[src/rtl/aer_spike_tx.sv]
// aer_spike_tx: round-robin drain of C spike FIFOs onto a 4-phase REQ/ACK AER bus.
// Optional ACK timeout is compiled in when AER_TX_TIMEOUT_EN is defined.
module aer_spike_tx #(
  parameter int M           = 8,
  parameter int C           = 2,
  parameter int CFG_W       = 2,
  parameter int CW          = (C > 1) ? $clog2(C) : 1,
  parameter int TIMEOUT_CYC = 64
) (
  input  logic                  CLK,
  input  logic                  RSTN,
  input  logic                  enable_i,
  input  logic                  lif_busy_i,
  input  logic [CFG_W-1:0]      cfg_i,
  input  logic [C-1:0]          fifo_empty_i,
  output logic [C-1:0]          fifo_r_en_o,
  input  logic [C*M-1:0]        fifo_r_data_i,
  output logic [CFG_W+CW+M-1:0] AER_ADDR_o,
  output logic                  AER_REQ_o,
  input  logic                  AER_ACK_i,
  output logic                  busy_o,
  output logic [15:0]           spike_cnt_o,
  output logic                  timeout_o
);

  localparam int AW = CFG_W + CW + M;

  typedef enum logic [2:0] {
    S_IDLE  = 3'd0,
    S_READ  = 3'd1,
    S_LATCH = 3'd2,
    S_REQ   = 3'd3,
    S_ACKLO = 3'd4
  } state_t;

  state_t          r_state;
  state_t          w_next;
  logic [CW-1:0]   r_sel;
  logic [CW-1:0]   r_last;
  logic [CW-1:0]   w_grant;
  logic            w_any;
  logic [C*M-1:0]  w_data_shift;
  logic [M-1:0]    w_rdata;
  logic [AW-1:0]   r_addr;
  logic            r_req;
  logic            r_busy;
  logic [15:0]     r_cnt;
  logic            w_to_hit;

  // Nearest non-empty channel after 'last' wins; 'last' itself has lowest priority.
  function automatic logic [CW-1:0] rr_pick(input logic [C-1:0] avail,
                                            input logic [CW-1:0] last);
    logic [CW-1:0] pick;
    logic [C-1:0]  shifted;
    int            idx;
    pick = last;
    for (int i = C; i >= 1; i--) begin
      idx     = (int'(last) + i) % C;
      shifted = avail >> idx;
      if (shifted[0]) begin
        pick = CW'(idx);
      end else begin
        pick = pick;
      end
    end
    return pick;
  endfunction

  assign w_any        = |(~fifo_empty_i);
  assign w_grant      = rr_pick(~fifo_empty_i, r_last);
  assign w_data_shift = fifo_r_data_i >> (int'(r_sel) * M);
  assign w_rdata      = w_data_shift[M-1:0];

`ifdef AER_TX_TIMEOUT_EN
  localparam int TW = $clog2(TIMEOUT_CYC + 1);
  logic [TW-1:0] r_to_cnt;
  logic          r_timeout;

  assign w_to_hit  = (r_state == S_REQ) && (r_to_cnt == TW'(TIMEOUT_CYC - 1));
  assign timeout_o = r_timeout;

  // Counts cycles spent waiting for ACK in REQ; cleared in every other state.
  always_ff @(posedge CLK or negedge RSTN) begin
    if (!RSTN) begin
      r_to_cnt <= '0;
    end else if (r_state == S_REQ) begin
      r_to_cnt <= r_to_cnt + TW'(1);
    end else begin
      r_to_cnt <= '0;
    end
  end

  // Sticky timeout flag; only an ACK-less expiry in REQ sets it.
  always_ff @(posedge CLK or negedge RSTN) begin
    if (!RSTN) begin
      r_timeout <= 1'b0;
    end else if (w_to_hit && !AER_ACK_i) begin
      r_timeout <= 1'b1;
    end else begin
      r_timeout <= r_timeout;
    end
  end
`else
  assign w_to_hit  = 1'b0;
  assign timeout_o = (TIMEOUT_CYC < 0);
`endif

  // State register.
  always_ff @(posedge CLK or negedge RSTN) begin
    if (!RSTN) begin
      r_state <= S_IDLE;
    end else begin
      r_state <= w_next;
    end
  end

  // Next-state logic; enable/lif_busy gate only the IDLE exit.
  always_comb begin
    w_next = r_state;
    case (r_state)
      S_IDLE: begin
        if (enable_i && !lif_busy_i && w_any) begin
          w_next = S_READ;
        end else begin
          w_next = S_IDLE;
        end
      end
      S_READ:  w_next = S_LATCH;
      S_LATCH: w_next = S_REQ;
      S_REQ: begin
        if (AER_ACK_i || w_to_hit) begin
          w_next = S_ACKLO;
        end else begin
          w_next = S_REQ;
        end
      end
      S_ACKLO: begin
        if (!AER_ACK_i) begin
          w_next = S_IDLE;
        end else begin
          w_next = S_ACKLO;
        end
      end
      default: w_next = S_IDLE;
    endcase
  end

  // Datapath: grant capture, address latch, REQ and spike counting.
  always_ff @(posedge CLK or negedge RSTN) begin
    if (!RSTN) begin
      r_sel  <= '0;
      r_last <= CW'(C - 1);
      r_addr <= '0;
      r_req  <= 1'b0;
      r_busy <= 1'b0;
      r_cnt  <= 16'd0;
    end else begin
      r_busy <= (w_next != S_IDLE);
      case (r_state)
        S_IDLE: begin
          if (w_next == S_READ) begin
            r_sel <= w_grant;
          end else begin
            r_sel <= r_sel;
          end
        end
        S_LATCH: begin
          r_addr <= {cfg_i, r_sel, w_rdata};
          r_req  <= 1'b1;
          r_last <= r_sel;
        end
        S_REQ: begin
          if (AER_ACK_i) begin
            r_req <= 1'b0;
            r_cnt <= r_cnt + 16'd1;
          end else if (w_to_hit) begin
            r_req <= 1'b0;
          end else begin
            r_req <= 1'b1;
          end
        end
        default: begin
          r_req <= r_req;
        end
      endcase
    end
  end

  assign fifo_r_en_o = (r_state == S_READ) ? (C'(1) << r_sel) : '0;
  assign AER_ADDR_o  = r_addr;
  assign AER_REQ_o   = r_req;
  assign busy_o      = r_busy;
  assign spike_cnt_o = r_cnt;

endmodule
[config.mk]
export PLATFORM = sky130hd
export DESIGN_NAME = aer_spike_tx
export DESIGN_NICKNAME = d
export VERILOG_FILES = /design/src/rtl/aer_spike_tx.sv
export SDC_FILE = /design/constraint.sdc
export NUM_CORES = 1
export LEC_CHECK = 0
export ABC_AREA = 1
export CORE_UTILIZATION = 41
export CTS_CLUSTER_SIZE = 20
export DETAILED_ROUTE_END_ITERATION = 7
export PLACE_DENSITY = 0.75
export SYNTH_ARGS = -nofsm -noshare
export SYNTH_HDL_FRONTEND = slang
export SYNTH_SLANG_ARGS = --single-unit
[constraint.sdc]
create_clock -name CLK -period 1.2 [get_ports CLK]
set_input_delay 0.36 -clock CLK [delete_from_list [all_inputs] [get_ports CLK]]
set_output_delay 0.36 -clock CLK [all_outputs]
set_load 0.01 [all_outputs]
==> reports/metrics.cfg <==
[outcome]
outcome = complete, but fails checks
violations = negative setup slack

[floorplan]
chipWidth_microns = 67.2
core_area_sq_mm = 0.00403
start_util_pct = 43.2
die_h_microns = 67.2
die_area_sq_mm = 0.00451
io_pins = 57
row_count = 23

[synthesis]
yosysWarnings = 0
seq_area_frac_synth_pct = 48.9
yosysUniqueCellTypes = 28
synthCells = 215
synth_area_per_cell_sq_um = 8.10
synthesis.nets = 241
synth-seq-cells = 34
syn_area_sq_mm = 0.00174

[placement]
dpl_cell_area_sq_mm = 0.00261
routabilityCongestion = 0.820
port_buffers = 55
dp.final_hpwl_microns = 3200
dp_cells = 350
place_ws_ns = -0.523

[detailed_routing]
wl_met2_microns = 2750
wl_met1_microns = 1920
top_layer = met4
route.detailed.drc = 0
wl_met3_microns = 392
ant_nets = 0
drtPass1Iterations = 4
drtIter0Drc = 172
vias_per_cell = 5.06
num_vias = 1882
wl_per_cell_microns = 14.4
drt_wl_total_microns = 5360

[layout]
final_cells = 372
drive_above_1_share_pct = 49.1
nFillCells = 299
num_antenna_cells = 0
finalCoreUtilization_pct = 75.1
layout.nets = 347
finish.instance_area_sq_mm = 0.00302
final_cell_mix = nand2_1, buf_4, dfrtp_1, buf_2, clkdlybuf4s50_1
area_growth_pct = 73.6
final_common_cell = nand2_1

[global_route]
overflow = 0
grt_max_degree = 35
grt_pass1_wl_microns = 7450
antenna_found_initial = 0
grt_use_total_pct = 22.5
grt_pass1_vias = 1735

[timing]
finalSetupTns_ns = -2.38
fin_crit_sh_pct = 122
setup_viol = 35
fin_ws_ns = -0.260
min_period_ns = 1.46
clock.fmax_mhz = 685
rsz0062_at_grt = yes
slew_viol_final = 0
clock_skew_ns = 0.00835
finalHoldViolations = 0

[setup_path]
startpoint_type = flop
cp-end-kind = output port
cp_max_fo = 3
reg2reg_slack_ns = -0.16
required_ns = 0.84
reg2reg_depth = 8
rr_endpoint = spike_cnt_o[10]
cp-startpoint = r_state[2]
arrival_ns = 1.10
crit_type = reg -> out
r2r_start = r_state[2]
cp-endpoint = fifo_r_en_o[1]

[clock_network]
h-tree-depth = 2
clockBufferDepth = 2
cts_tree = done
clockRootBuffer = clkbuf_8
cts.clk_slew.worst_paths_ns = 0.07
numCtsBuffers = 5
clk_latency_ns = 0.29
clock-sinks = 34

[pwr]
total_leakage_power_nw = 1.59
power-per-cell-area_mw_per_mm2 = 2000
ir_drop_v = 0.00105

[min_path]
hold_class = in -> async

[job]
drv_cap = 0

metrics by stage:
stage | hold slack, ns | total power [mW]
floorplan | 0.0644 | 3.12
global placement | 0.461 | 4.41
detailed placement | 0.467 | 4.49
CTS | 0.446 | 5.50
global route | 0.452 | 6.43
finish | 0.438 | 6.04
critical path: stages (launching register included):
cell      delay, ns
dfrtp_1        0.40
inv_2          0.06
nand3b_1       0.11
nor2_1         0.10
buf_2          0.13
power breakdown:
| part | total (mW) | switching, mW | internal [mW] |
|---|---|---|---|
| Clock | 1.04 | 0.416 | 0.621 |
| Combinational | 3.17 | 1.68 | 1.50 |
| Sequential | 1.83 | 0.267 | 1.57 |
kinds of logic (layout without fill, tap and decap cells):
family,count (synthesis),count (layout),share of synthesized area [%]
buffers and inverters,22,129,5.67
and+or+nand+nor,132,132,32.0
other,1,1,0.215
adders and majority gates,1,1,0.718
xor gates and xnor gates,8,8,4.02
AOI/OAI and AO/OA,17,17,8.41
DFF,34,34,48.9
what timing repair did:
item,4_1_cts,5_1_grt
hold buffers,0,0
gates cloned,0,2
setup buffers,5,7
pin swaps,24,35
resized for setup,160,60
setup endpoints to repair,61,42
worst min path at each step:
stage	startpoint	end	slack, ns	cells past startpoint
6_report	RSTN	spike_cnt_o[7]	0.44	2
2_1_floorplan	RSTN	AER_ADDR_o[0]	0.06	0
4_1_cts	RSTN	spike_cnt_o[7]	0.45	2
3_5_place_dp	r_last	r_last	0.47	2
3_3_place_gp	AER_ADDR_o[9]	AER_ADDR_o[9]	0.46	2
5_1_grt	RSTN	spike_cnt_o[7]	0.45	2
layer usage:
| metal | global-route usage, % | vias to the layer above |
|---|---|---|
| li1 | - | 886 |
| met1 | 23.6 | 870 |
| met2 | 39.8 | 94 |
| met3 | 7.43 | 32 |
| met4 | 12.0 | 0 |
| met5 | 0 | - |
state kept, by name, summed over array words and instances, names as in the netlist:
register	cells
spike_cnt_o	16
AER_REQ_o	1
AER_ADDR_o	11
r_state	3
r_sel	1
r_last	1
busy_o	1
Yosys cell counts:
library cell | number | area share, %
a21oi_1 | 1 | 0.29
a31oi_1 | 1 | 0.36
buf_2 | 1 | 0.29
buf_4 | 2 | 0.86
buf_6 | 1 | 0.65
clkbuf_1 | 1 | 0.22
clkinv_1 | 1 | 0.22
conb_1 | 1 | 0.22
dfrtp_1 | 33 | 47
dfstp_2 | 1 | 1.5
ha_1 | 1 | 0.72
inv_1 | 14 | 3.0
inv_2 | 2 | 0.43
nand2_1 | 76 | 16
nand2_2 | 2 | 0.72
nand3_1 | 3 | 0.86
nand3b_1 | 2 | 0.86
nand4_1 | 4 | 1.4
nand4_2 | 2 | 1.4
nor2_1 | 39 | 8.4
nor2_2 | 2 | 0.72
nor2_4 | 1 | 0.65
nor3_2 | 1 | 0.57
o21ai_0 | 3 | 0.86
o21ai_1 | 4 | 1.1
o31ai_2 | 8 | 5.7
xnor2_1 | 5 | 2.5
xor2_1 | 3 | 1.5
layout make-up:
type | instances | area (sq um) | share of cell area (%)
inverter | 17 | 71.3 | 2.36
multi-input combinational | 159 | 1080 | 35.6
clock inverter | 1 | 30.0 | 0.993
clock buffer | 7 | 76.3 | 2.52
timing repair buffer | 102 | 840 | 27.8
tap | 50 | 62.6 | 2.07
timing repair inverter | 2 | 12.5 | 0.414
sequential | 34 | 856 | 28.3
No activity file was read; power rests on OpenSTA's default activity.
